<file path="config.mk">
export PLATFORM = sky130hd
export DESIGN_NAME = gpu_texel_fetch
export DESIGN_NICKNAME = d
export VERILOG_FILES = /design/src/rtl/gpu_texel_fetch.sv
export SDC_FILE = /design/constraint.sdc
export NUM_CORES = 1
export LEC_CHECK = 0
export ABC_CLOCK_PERIOD_IN_PS = 2000
export CORE_MARGIN = 4
export CORE_UTILIZATION = 44
export DETAILED_ROUTE_END_ITERATION = 7
export HOLD_SLACK_MARGIN = 0.06
export PLACE_DENSITY_LB_ADDON = 0.08
export RECOVER_POWER = 25
export SLEW_MARGIN = 10
export SYNTH_ARGS = -nofsm -noshare
export SYNTH_HDL_FRONTEND = slang
export SYNTH_SLANG_ARGS = --single-unit
</file>
<file path="constraint.sdc">
create_clock -name clk -period 2 [get_ports clk]
set_input_delay 0.2 -clock clk [delete_from_list [all_inputs] [get_ports clk]]
set_output_delay 0.2 -clock clk [all_outputs]
set_load 0.005 [all_outputs]
</file>
<file path="src/rtl/gpu_texel_fetch.sv">
`default_nettype none
// ---------------------------------------------------------------------------
// gpu_texel_fetch : two-stage texel fetch / wall-ceiling-floor colour pipeline
// Revision 1.0
// ---------------------------------------------------------------------------
module gpu_texel_fetch #(
  parameter int          TEXTURE_SIZE = 64,
  parameter int          TEX_COUNT    = 4,
  parameter int          SCREEN_HALF  = 240,
  parameter logic [7:0]  CEIL_COLOR   = 8'h49,
  parameter logic [7:0]  FLOOR_COLOR  = 8'h24,
  localparam int         AW           = $clog2(TEXTURE_SIZE),
  localparam int         TW           = $clog2(TEX_COUNT)
) (
  input  logic              clk,
  input  logic              reset,
  input  logic              flush,
  input  logic              in_valid,
  output logic              in_ready,
  input  logic              inside_wall,
  input  logic [AW:0]       uv_y,
  input  logic [AW-1:0]     uv_x,
  input  logic [TW-1:0]     tex_id,
  input  logic [9:0]        screen_x,
  input  logic [9:0]        screen_y,
  output logic              tex_rd_en,
  output logic [TW+2*AW-1:0] tex_addr,
  input  logic [7:0]        tex_data,
  output logic              out_valid,
  input  logic              out_ready,
  output logic [7:0]        out_color,
  output logic [9:0]        out_x,
  output logic [9:0]        out_y
);

  localparam logic [AW:0] C_TEX_SIZE = (AW+1)'(TEXTURE_SIZE);
  localparam logic [9:0]  C_HORIZON  = 10'(SCREEN_HALF);

  logic          s1_valid_q, s1_valid_d;
  logic          s1_fresh_q, s1_fresh_d;
  logic          s1_wall_q, s1_wall_d;
  logic          s1_region_q, s1_region_d;
  logic [9:0]    s1_x_q, s1_x_d;
  logic [9:0]    s1_y_q, s1_y_d;
  logic [7:0]    s1_data_q, s1_data_d;
  logic          s2_valid_q, s2_valid_d;
  logic [7:0]    s2_color_q, s2_color_d;
  logic [9:0]    s2_x_q, s2_x_d;
  logic [9:0]    s2_y_q, s2_y_d;

  logic          s2_free_w;
  logic          accept_w;
  logic          s1_move_w;
  logic [AW-1:0] row_w;
  logic [7:0]    s1_color_w;

  assign s2_free_w = !s2_valid_q || out_ready;
  // Gating with reset keeps the request side closed while reset is held.
  assign in_ready  = reset && !flush && (!s1_valid_q || s2_free_w);
  assign accept_w  = in_valid && in_ready;
  assign s1_move_w = s1_valid_q && s2_free_w;

  assign row_w     = (uv_y >= C_TEX_SIZE) ? {AW{1'b1}} : uv_y[AW-1:0];
  assign tex_addr  = {tex_id, row_w, uv_x};
  assign tex_rd_en = accept_w && inside_wall;

  // ROM data is only on the bus the cycle after the read; later use the copy.
  assign s1_color_w = s1_wall_q ? (s1_fresh_q ? tex_data : s1_data_q)
                                : (s1_region_q ? CEIL_COLOR : FLOOR_COLOR);

  assign out_valid = s2_valid_q;
  assign out_color = s2_color_q;
  assign out_x     = s2_x_q;
  assign out_y     = s2_y_q;

  always_comb begin
    s1_valid_d  = s1_valid_q;
    s1_fresh_d  = accept_w;
    s1_wall_d   = s1_wall_q;
    s1_region_d = s1_region_q;
    s1_x_d      = s1_x_q;
    s1_y_d      = s1_y_q;
    s1_data_d   = s1_data_q;
    s2_valid_d  = s2_valid_q;
    s2_color_d  = s2_color_q;
    s2_x_d      = s2_x_q;
    s2_y_d      = s2_y_q;

    if (s1_fresh_q) s1_data_d = tex_data;

    if (accept_w) begin
      s1_wall_d   = inside_wall;
      s1_region_d = (screen_y < C_HORIZON);
      s1_x_d      = screen_x;
      s1_y_d      = screen_y;
    end

    if (flush) begin
      s1_valid_d = 1'b0;
      s1_fresh_d = 1'b0;
    end else if (accept_w) begin
      s1_valid_d = 1'b1;
    end else if (s1_move_w) begin
      s1_valid_d = 1'b0;
    end

    if (s1_move_w) begin
      s2_color_d = s1_color_w;
      s2_x_d     = s1_x_q;
      s2_y_d     = s1_y_q;
    end

    if (flush) begin
      s2_valid_d = 1'b0;
    end else if (s1_move_w) begin
      s2_valid_d = 1'b1;
    end else if (out_ready) begin
      s2_valid_d = 1'b0;
    end
  end

  always_ff @(posedge clk or negedge reset) begin
    if (!reset) begin
      s1_valid_q  <= 1'b0;
      s1_fresh_q  <= 1'b0;
      s1_wall_q   <= 1'b0;
      s1_region_q <= 1'b0;
      s1_x_q      <= '0;
      s1_y_q      <= '0;
      s1_data_q   <= '0;
      s2_valid_q  <= 1'b0;
      s2_color_q  <= '0;
      s2_x_q      <= '0;
      s2_y_q      <= '0;
    end else begin
      s1_valid_q  <= s1_valid_d;
      s1_fresh_q  <= s1_fresh_d;
      s1_wall_q   <= s1_wall_d;
      s1_region_q <= s1_region_d;
      s1_x_q      <= s1_x_d;
      s1_y_q      <= s1_y_d;
      s1_data_q   <= s1_data_d;
      s2_valid_q  <= s2_valid_d;
      s2_color_q  <= s2_color_d;
      s2_x_q      <= s2_x_d;
      s2_y_q      <= s2_y_d;
    end
  end

endmodule
`default_nettype wire

</file>
; ---- Yosys cells after proc, flatten, opt, wreduce, memory -nomap -nowiden
; Index checks and enable logic that the tools add are counted.
[totals]
register_bits = 61
in_bits = 49
[op_classes]
order_cmp = 2
mux = 11
reduce_logical = 12
[op_table]
columns = operator, n
row1 = 2-to-1 mux 8 bit, 2
row2 = less-than comparator 10 x 8 -> 1 bit (second input constant), 1
row3 = >= comparator 7 bit (second input constant), 1
row4 = 2-to-1 mux 1 bit, 7
row5 = 2-to-1 mux 7 bit, 1
row6 = 2-to-1 mux 6 bit, 1
row7 = nonzero test 3 bit, 2
row8 = logical AND 1 bit, 5
row9 = logical NOT 1 bit, 3
row10 = logical OR 1 bit, 2

; ---- Longest topological paths before layout
; Gate-level depths: netlist of run 1.
[depth]
ltp_word = 7
ltp_mapped = 5

; ---- Worst setup path after synthesis of run 1
; Ideal clock, no wire load.
[synth_path]
path_kind = register to register
from = reg s2_valid_q (netlist: out_valid)
to = reg s1_x_q[0]
setup_time_ps = 125
t_arrival_ps = 1269
setup_slack_ps = 606
path_stages_with_launch = 6
n_path_buf = 2
synth_period_minus_slack_ps = 1394
path_cell_list = dfrtp_1 nand3b_1 and4b_1 buf_6 buf_8 mux2_4
[synth_between]
elab_chain_len = 5
[synth_rtl]
columns = element, line
row1 = "start, declared", 46  ; logic s2_valid_q, s2_valid_d;
row2 = "start signal, assigned", 143  ; s2_valid_q <= s2_valid_d;
row3 = logical NOT 1 bit, 57  ; assign s2_free_w = !s2_valid_q || out_ready;
row4 = logical OR 1 bit, 57
row5 = logical OR 1 bit, 59  ; assign in_ready = reset && !flush && (!s1_valid_q || s2_free_w);
row6 = logical AND 1 bit, 59
row7 = logical AND 1 bit, 60  ; assign accept_w = in_valid && in_ready;
row8 = "end signal, assigned", 128  ; s1_x_q <= '0;
row9 = "end signal, assigned", 140  ; s1_x_q <= s1_x_d;
row10 = "end, declared", 43  ; logic [9:0] s1_x_q, s1_x_d;
; Every way passes these cells.
; A chain may end at the register's enable or synchronous reset.

; ---- Worst setup path after layout of run 1
[layout_path]
from = reg s2_valid_q (netlist: out_valid)
to = out tex_rd_en
[layout_between]
elab_chain_len = 6
[layout_rtl]
columns = element, line
row1 = logical NOT 1 bit, 57
row2 = logical OR 1 bit, 57
row3 = logical OR 1 bit, 59
row4 = logical AND 1 bit, 59
row5 = logical AND 1 bit, 60
row6 = logical AND 1 bit, 65  ; assign tex_rd_en = accept_w && inside_wall;
row7 = "end, declared", 26  ; output logic tex_rd_en,
; Every way passes these cells.

==> flow_summary_export.csv, run 1 <==
group,metric,value,unit
status,run_status,"finished, final reports clean",
synthesis,yosysTopAreaCell,"dfrtp_1",
place,routabilityCongestion,0.806,
cts,ctsHoldBuffers,0,
pwr,leakagePower,1.52,nW
die,die_area,7010,sq um
die,start_util,45.5,%
synthesis,yosys-top-cells-area,"dfrtp_1 (61%), mux2_2 (15%), mux2_4 (10%), o21ai_0 (2.4%), buf_4 (2.4%)",
synthesis,syn-cell-area,2520,sq um
global_routing,grt_overflow,0,
place,io_buffer_count,77,
cts,htreeDepth,3,
cells_and_area,synthToLayoutAreaGrowth,38.8,%
pwr,worst_ir_drop_vdd,0.000524,V
routing,wire_per_inst,16.7,um
synthesis,avgSynthCellArea,14.8,sq um
cts,cts_root_buf,"clkbuf_8",
synthesis,yosysMostFrequentCell,"dfrtp_1",
cells_and_area,fill_cells,430,
cells_and_area,n_antenna_cell,0,
die,io_pins,94,
cells_and_area,drive_gt1_share,31.0,%
timing,max_freq,528,MHz
routing,routed_wl,5460,um
place,post-dp-hpwl,3770,um
global_routing,grt_pass1_vias,1827,
die,core.rowCount,27,
cts,cts_tree,"done",
routing,drcViolationCount,0,
timing,setup_viol,0,
worst_hold_path,hold_class,"in2async",
global_routing,grt_max_degree,62,
place,place_ws,0.0743,ns
cts,cts_buffers,9,
cells_and_area,finalNetCount,301,
synthesis,syn_nets,219,
job,max_cap_violations,0,
synthesis,synth_edf_count,0,
global_routing,grt_pass1_wl,9250,um
synthesis,netlist-cell-type-count,24,
synthesis,yosysTopAreaCellShare,60.5,%
die,die_x,83.7,um
routing,drt_iter0_drc,61,
routing,vias,1625,
global_routing,antenna_found_initial,0,
synthesis,synth_top_flop_cell,"dfrtp_1",
timing,fin_crit,1.89,ns
synthesis,synthTopCellsByCount,"dfrtp_1 (61), mux2_2 (33), mux2_4 (17), o21ai_0 (12), buf_4 (8)",
routing,first_pass_iters,4,
worst_setup_path,critical_path_arrival,1.69,ns
timing,tightest_slew,1.47,ns
timing,fin_crit_sh,94.7,%
routing,via_per_inst,4.97,
die,die_y,83.7,um
worst_setup_path,crit_path_end_kind,"output port",
cts,clock_sink_count,61,
synthesis,synth_seq_area_share,60.5,%
synthesis,synth_cells,170,
timing,hold_viol_final,0,
synthesis,ys_ff_latch,61,
pwr,p_total,0.00355,W
worst_setup_path,cp_max_fo,3,
worst_setup_path,crit_type,"reg2out",
cts,cts_buffer_depth,2,
synthesis,synth_warnings,0,
worst_setup_path,critPathRequiredTime,1.80,ns
cts,clk_latency,0.32,ns
pwr,power_density,1020,nW/um^2
die,core,5540,sq um
synthesis,async_reset_ff_share,100,%
global_routing,grt_usage,16.7,%
worst_setup_path,critPathLaunchType,"register",
routing,antenna_left,0,
timing,slew_headroom,2.23,%
timing,worst_slack,0.106,ns
timing,drv_slew,0,
timing,finalClockSkew,0.00502,ns
cts,clkTransAtPathRegs,0.06,ns
-- cell families after synthesis --
family | count (synthesis) | synth area share [%]
flops | 61 | 60.5
mux | 50 | 24.9
simple gates | 24 | 5.51
compound gates | 19 | 4.36
buf+inv | 16 | 4.76
-- worst max-delay path: stages, from the launching register on --
cell and delay [ns]:
dfrtp_1 0.40, nand3b_1 0.13, and4b_2 0.24, and2_1 0.12, clkdlybuf4s50_1 0.49
-- sequential cells by signal, summed over array words and instances (netlist names) --
signal	cells
out_y	10
out_x	10
s1_wall_q	1
s1_data_q	8
out_color	8
s1_valid_q	1
s1_y_q	10
s1_region_q	1
s1_fresh_q	1
out_valid	1
s1_x_q	10
-- worst paths after layout --
kind                               from            to  slack (ns)  cells after the start
setup / recovery              out_valid     tex_rd_en        0.11                      4
hold / removal                    reset  s1_data_q[2]        0.39                      2
setup reg to reg              out_valid     s1_y_q[9]        0.44                      5
hold reg to reg            s1_data_q[7]  s1_data_q[7]        0.50                      1
max in group asynchronous         reset     s1_x_q[0]        0.74                      2
min in group clk              tex_id[0]  tex_addr[12]        0.40                      0
-- cell usage in the layout, fill, tap and decap left out, drive strengths merged --
cell and instances:
clkinv 2, o21bai 2, inv 2, nand2 4, clkbuf 14, and4 1, buf 7, and3b 1
nor2b 2, clkdlybuf4s50 76, nor3 1, o21ai 12, a21oi 1, dfrtp 61, or2 6, nand3b 1
mux2 50, nor2 5, o31ai 4, and2 1, and4b 1, nand2b 1
-- stage by stage --
step / setup TNS (ns) / instance area (sq um) / hold WS, ns / utilization [%] / instances
2_1_floorplan: 0 / 2520 / -0.0956 / - / 170
3_5_place_dp: 0 / 3310 / 0.400 / 59.7 / 309
4_1_cts: 0 / 3470 / 0.0912 / 62.7 / 323
5_1_grt: -0.00473 / 3500 / 0.400 / 63.2 / 327
3_3_place_gp: 0 / 3310 / 0.400 / 59.7 / 309
6_report: 0 / 3500 / 0.388 / 63.2 / 327
-- layout make-up --
type | count | area (sq um) | area share (%)
clock buffer | 12 | 155 | 4.43
clock inverter | 2 | 10.0 | 0.286
inverter | 2 | 7.51 | 0.214
multi-input combinational | 93 | 877 | 25.1
sequential | 61 | 1530 | 43.6
tap | 72 | 90.1 | 2.57
timing repair buffer | 85 | 835 | 23.8
-- layer usage --
layer | GRT usage (%) | part of all wire (%) | up-vias
li1 | - | - | 746
met1 | 21.0 | 44 | 797
met2 | 26.0 | 46 | 69
met3 | 5.92 | 7.7 | 13
met4 | 7.31 | 1.8 | 0
met5 | 0 | 0 | -
-- power by group --
group          internal [W]  switching [W]  leakage [nW]  total [W]
Combinational      0.000655       0.000286         0.688   0.000941
Clock              0.000499       0.000422        0.0881   0.000921
Sequential          0.00153       0.000158         0.739    0.00169
Total               0.00269       0.000866          1.52    0.00355
-- timing repair --
action	in CTS	in global routing
gates resized for setup	0	1
setup endpoints to repair	0	1
setup buffers	0	4
Note: power is estimated with default switching activity, not from simulation.
==> inputs of run 2 (changes only) <==
ABC_AREA = 1   (was default)
CORE_UTILIZATION = 45   (was 44)
==> flow_summary_export.csv, run 2 <==
group,metric,value,unit
status,run_status,"finished, final reports clean",
cells_and_area,finalNetCount,409,
routing,wire_per_inst,12.0,um
pwr,leakagePower,1.79,nW
worst_hold_path,hold_class,"in2out",
routing,antenna_left,0,
synthesis,synth_cells,284,
worst_setup_path,rrSetupSlack,0.56,ns
cells_and_area,mostFrequentLayoutCells,"nand2_1 (106), clkdlybuf4s50_1 (76), dfrtp_1 (61), inv_1 (37), o21ai_2 (23)",
cts,cts-resized-gates,0,
pwr,clock_power_share,29.5,%
die,die_x,84.4,um
die,die_y,84.4,um
timing,finalClockSkew,0.00920,ns
synthesis,synth_seq_area_share,58.1,%
cts,ctsHoldBuffers,0,
cts,cts_setup_buffers,0,
routing,drcViolationCount,0,
synthesis,avgSynthCellArea,9.25,sq um
synthesis,netlist-cell-type-count,16,
synthesis,synthTopCellsByCount,"nand2_1 (106), dfrtp_1 (61), inv_1 (37), o21ai_2 (23), o21ai_0 (12)",
routing,routed_wl,5240,um
place,io_buffer_count,77,
pwr,worst_ir_drop_vdd,0.000525,V
die,die_area,7120,sq um
routing,via_per_inst,4.50,
synthesis,syn_nets,333,
timing,setup_viol,0,
place,post-dp-hpwl,3630,um
die,start_util,47.1,%
worst_setup_path,r2r-end,"s1_valid_q",
routing,first_pass_iters,6,
cts,clock_sink_count,61,
timing,slew_headroom,1.54,%
synthesis,yosysTopAreaCellShare,58.1,%
synthesis,yosysMostFrequentCell,"nand2_1",
cts,cts_tree,"done",
worst_hold_path,hold_path_depth,0,
global_routing,antenna_found_initial,0,
die,core,5570,sq um
routing,vias,1966,
worst_setup_path,critPathRequiredTime,1.80,ns
pwr,seqPwrFrac,48.8,%
cells_and_area,drive_gt1_share,16.4,%
place,routabilityCongestion,0.760,
cts,cts_root_buf,"clkbuf_8",
die,core.rowCount,27,
timing,rsz0062_at_grt,"false",
cells_and_area,layout_commonest_cell,"nand2_1",
synthesis,synth_top_flop_cell,"dfrtp_1",
synthesis,async_reset_ff_share,100,%
cells_and_area,utilization,63.8,%
synthesis,yosysTopAreaCell,"dfrtp_1",
pwr,internal_power,0.00240,W
cts,cts_buffer_depth,2,
global_routing,grt_pass1_vias,1926,
cells_and_area,fill_cells,526,
worst_setup_path,r2r_cells,4,
timing,fin_crit_sh,86.9,%
worst_setup_path,crit_path_end_kind,"output port",
cts,cts_buffers,9,
global_routing,grt_pass1_wl,8850,um
worst_setup_path,critPathLaunchType,"register",
die,io_pins,94,
cells_and_area,n_antenna_cell,0,
synthesis,yosys-top-cells-area,"dfrtp_1 (58%), nand2_1 (15%), o21ai_2 (7.7%), inv_1 (5.3%), buf_4 (2.9%)",
global_routing,grt_max_degree,62,
timing,setup_tns,0,ns
cts,clk_latency,0.33,ns
synthesis,syn-cell-area,2630,sq um
global_routing,grt_usage,15.6,%
worst_hold_path,hold_end,"tex_addr[1]",
synthesis,synth_warnings,0,
timing,drv_slew,0,
global_routing,grt_overflow,0,
timing,max_freq,575,MHz
pwr,swShare,26.5,%
timing,hold_viol_final,0,
job,max_cap_violations,0,
cts,clkTransAtPathRegs,0.07,ns
synthesis,synth_edf_count,0,
worst_setup_path,r2r-start,"s1_valid_q",
timing,fin_crit,1.74,ns
synthesis,ys_ff_latch,61,
worst_setup_path,critical_path_arrival,1.54,ns
worst_hold_path,hp-start,"uv_x[1]",
routing,drt_iter0_drc,91,
worst_setup_path,crit_type,"reg2out",
pwr,power_density,920,nW/um^2
worst_setup_path,cp_max_fo,3,
cts,htreeDepth,3,
cells_and_area,synthToLayoutAreaGrowth,35.4,%
pwr,combPwrFrac,21.7,%
pwr,netSwitchingPower,0.000868,W
timing,tightest_slew,1.48,ns
## run 2: cells by family after synthesis
logic type | share of synthesized area [%]
simple gates | 20.3
flops | 58.1
buf+inv | 11.1
compound gates | 10.5
## run 2: per-stage QoR
step	hold slack (ns)	std cells	power, W	instance area [sq um]	setup slack (ns)
floorplan	-0.0956	284	0.00191	2630	0.950
detailed placement	0.400	421	0.00234	3380	0.262
CTS	0.0924	437	0.00332	3560	0.233
global route	0.400	437	0.00347	3560	0.159
finish	0.400	437	0.00327	3560	0.261
global placement	0.400	421	0.00232	3380	0.296
## run 2: power groups by stage
| stage | clock network, W | logic [W] | registers (W) |
|---|---|---|---|
| floorplan | 0 | 0.000302 | 0.00160 |
| detailed placement | 0 | 0.000725 | 0.00162 |
| CTS | 0.000991 | 0.000729 | 0.00160 |
| global route | 0.00105 | 0.000798 | 0.00163 |
| finish | 0.000965 | 0.000710 | 0.00160 |
| global placement | 0 | 0.000714 | 0.00161 |
## run 2: layout make-up
| class | count | area, sq um | area share, % |
|---|---|---|---|
| clock inverters | 4 | 22.5 | 0.633 |
| repair buffers | 84 | 815 | 22.9 |
| flip-flops and latches | 61 | 1530 | 42.9 |
| multi-input cells | 167 | 810 | 22.8 |
| inverters | 37 | 139 | 3.90 |
| clock buffers | 12 | 155 | 4.36 |
| well taps | 72 | 90.1 | 2.53 |
## run 2: how the worst max path moves through the flow
stage,from,end,slack (ns),depth (start not counted)
2_1_floorplan,out_valid,tex_rd_en,0.95,4
3_3_place_gp,flush,s1_valid_q,0.30,5
3_5_place_dp,out_ready,s1_valid_q,0.26,6
4_1_cts,s1_valid_q,tex_rd_en,0.23,4
5_1_grt,s1_valid_q,tex_rd_en,0.16,4
6_report,s1_valid_q,tex_rd_en,0.26,4
## run 2: metal layers
layer | part of all wire, % | global-route usage, %
met5 | 0 | 0
met4 | 1.7 | 7.63
met3 | 6.5 | 4.42
met2 | 45 | 24.2
met1 | 47 | 20.2
## run 2: worst max-delay path: stages (launching register included)
cell and delay (ns):
dfrtp_1 0.42, nand3_2 0.11, nand3_2 0.08, nor2_1 0.09
clkdlybuf4s50_1 0.51
==> inputs of run 3 (changes only) <==
CORE_UTILIZATION = 55   (was 45)
DONT_BUFFER_PORTS = 1   (was default)
TNS_END_PERCENT = 30   (was default)
==> flow_summary_export.csv, run 3 (synthesis results as in run 2) <==
group,metric,value,unit
status,run_status,"finished, final reports clean",
global_routing,grt_overflow,0,
worst_setup_path,cp_max_fo,29,
cells_and_area,drive_gt1_share,18.4,%
routing,wire_per_inst,13.8,um
routing,drt_iter0_drc,71,
timing,hold_viol_final,0,
place,routabilityCongestion,0.738,
timing,setup_tns,0,ns
worst_setup_path,critical_path_arrival,1.36,ns
place,placed_area,2570,sq um
routing,routed_wl,5070,um
die,die_y,77.1,um
pwr,leakagePower,1.64,nW
timing,finalClockSkew,0.00741,ns
pwr,power_density,1040,nW/um^2
timing,max_freq,641,MHz
cells_and_area,n_antenna_cell,0,
routing,antenna_left,0,
die,die_area,5940,sq um
cts,clock_sink_count,61,
timing,fin_crit_sh,78.0,%
timing,fin_crit,1.56,ns
worst_hold_path,hold_class,"in2reg",
cts,cts_buffers,9,
pwr,worst_ir_drop_vdd,0.000684,V
worst_setup_path,critPathLaunchType,"register",
job,max_cap_violations,0,
die,start_util,58.7,%
global_routing,grt_max_degree,62,
timing,rsz0062_at_grt,"false",
cts,clk_latency,0.32,ns
cts,cts_buffer_depth,2,
routing,drcViolationCount,0,
timing,tightest_slew,1.31,ns
place,io_buffer_count,0,
die,core.rowCount,24,
die,die_x,77.1,um
cells_and_area,layout_commonest_cell,"nand2_1",
place,post-dp-hpwl,3190,um
global_routing,grt_usage,18.7,%
worst_setup_path,critPathRequiredTime,1.80,ns
worst_setup_path,crit_type,"reg2out",
routing,first_pass_iters,4,
global_routing,antenna_found_initial,0,
cells_and_area,finalInstanceArea,3100,sq um
worst_setup_path,crit_path_end_kind,"output port",
timing,setup_viol,0,
die,core,4470,sq um
cells_and_area,synthToLayoutAreaGrowth,18.1,%
cts,htreeDepth,3,
global_routing,grt_pass1_wl,8690,um
cts,cts_tree,"done",
timing,drv_slew,0,
cts,cts-resized-gates,0,
cells_and_area,finalNetCount,360,
global_routing,grt_pass1_vias,1852,
die,io_pins,94,
timing,slew_headroom,12.9,%
routing,vias,1815,
routing,via_per_inst,4.93,
cts,cts_root_buf,"clkbuf_8",
cells_and_area,mostFrequentLayoutCells,"nand2_1 (106), dfrtp_1 (61), inv_1 (37), dlygate4sd3_1 (30), o21ai_2 (23)",
cts,clkTransAtPathRegs,0.06,ns
==> run 3: changes by cell type in the layout (fill, tap and decap cells not counted) <==
| cell | change |
|---|---|
| buf_2 | +1 |
| buf_4 | -2 |
| clkdlybuf4s50_1 | -76 |
| clkbuf_1 | -1 |
| dlygate4sd3_1 | +30 |
| clkinvlp_4 | -1 |
| clkinv_2 | -1 |
| clkbuf_2 | -1 |
| bufinv_16 | +2 |
==> run 3: critical path: stages (launching register included) <==
cell and delay (ns):
dfrtp_1 0.40, nand3_2 0.12, nand3_2 0.08, buf_4 0.34
nor2_1 0.10
==> run 3: timing repair <==
item	4_1_cts	5_1_grt
hold endpoints to repair	91	0
hold buffers	31	0
endpoints found under the setup margin	0	0
setup buffers	0	0
==> run 3: worst paths after layout <==
path                        startpoint            to  slack [ns]  cells past startpoint
min in group asynchronous        reset     s1_x_q[6]        0.72                      2
max in group asynchronous        reset  s1_data_q[2]        0.49                      2
hold / removal             inside_wall     s1_wall_q        0.07                      2
hold reg to reg              s1_x_q[0]      out_x[0]        0.47                      2
setup reg to reg             out_valid      out_x[5]        0.71                      6
setup / recovery             out_valid     tex_rd_en        0.44                      4
==> run 3: per-layer routing <==
| layer | part of all wire, % | GRT usage [%] |
|---|---|---|
| met1 | 44 | 24.0 |
| met2 | 47 | 29.1 |
| met3 | 6.9 | 6.09 |
| met4 | 1.7 | 8.01 |
| met5 | 0 | 0 |
==> run 3: layout make-up <==
| cell class | count | area, sq um |
|---|---|---|
| repair buffers | 35 | 335 |
| fillers | 360 | 1370 |
| clock inverters | 4 | 70.1 |
| multi-input cells | 167 | 810 |
| inverters | 37 | 139 |
| clock buffers | 12 | 155 |
| flip-flops and latches | 61 | 1530 |
| well taps | 52 | 65.1 |
==> run 3: per-stage QoR <==
| step | setup slack, ns | total power (W) | util, % | instances | hold WS (ns) |
|---|---|---|---|---|---|
| final | 0.439 | 0.00324 | 69.3 | 368 | 0.0683 |
| after global routing | 0.177 | 0.00343 | 69.3 | 368 | 0.0825 |
| after CTS | 0.407 | 0.00328 | 69.8 | 368 | 0.0643 |
| after detailed placement | 0.710 | 0.00198 | 57.4 | 321 | -0.0946 |
| after global placement | 0.739 | 0.00197 | 57.4 | 321 | -0.0942 |
| after floorplan | 0.950 | 0.00191 | - | 284 | -0.0956 |
==> run 3: where the power goes <==
group          leakage [nW]  internal (W)  switching [W]  total (W)
registers             0.775       0.00147       0.000170    0.00164
clock network         0.116      0.000766       0.000444    0.00121
logic                 0.753      0.000178       0.000214   0.000392
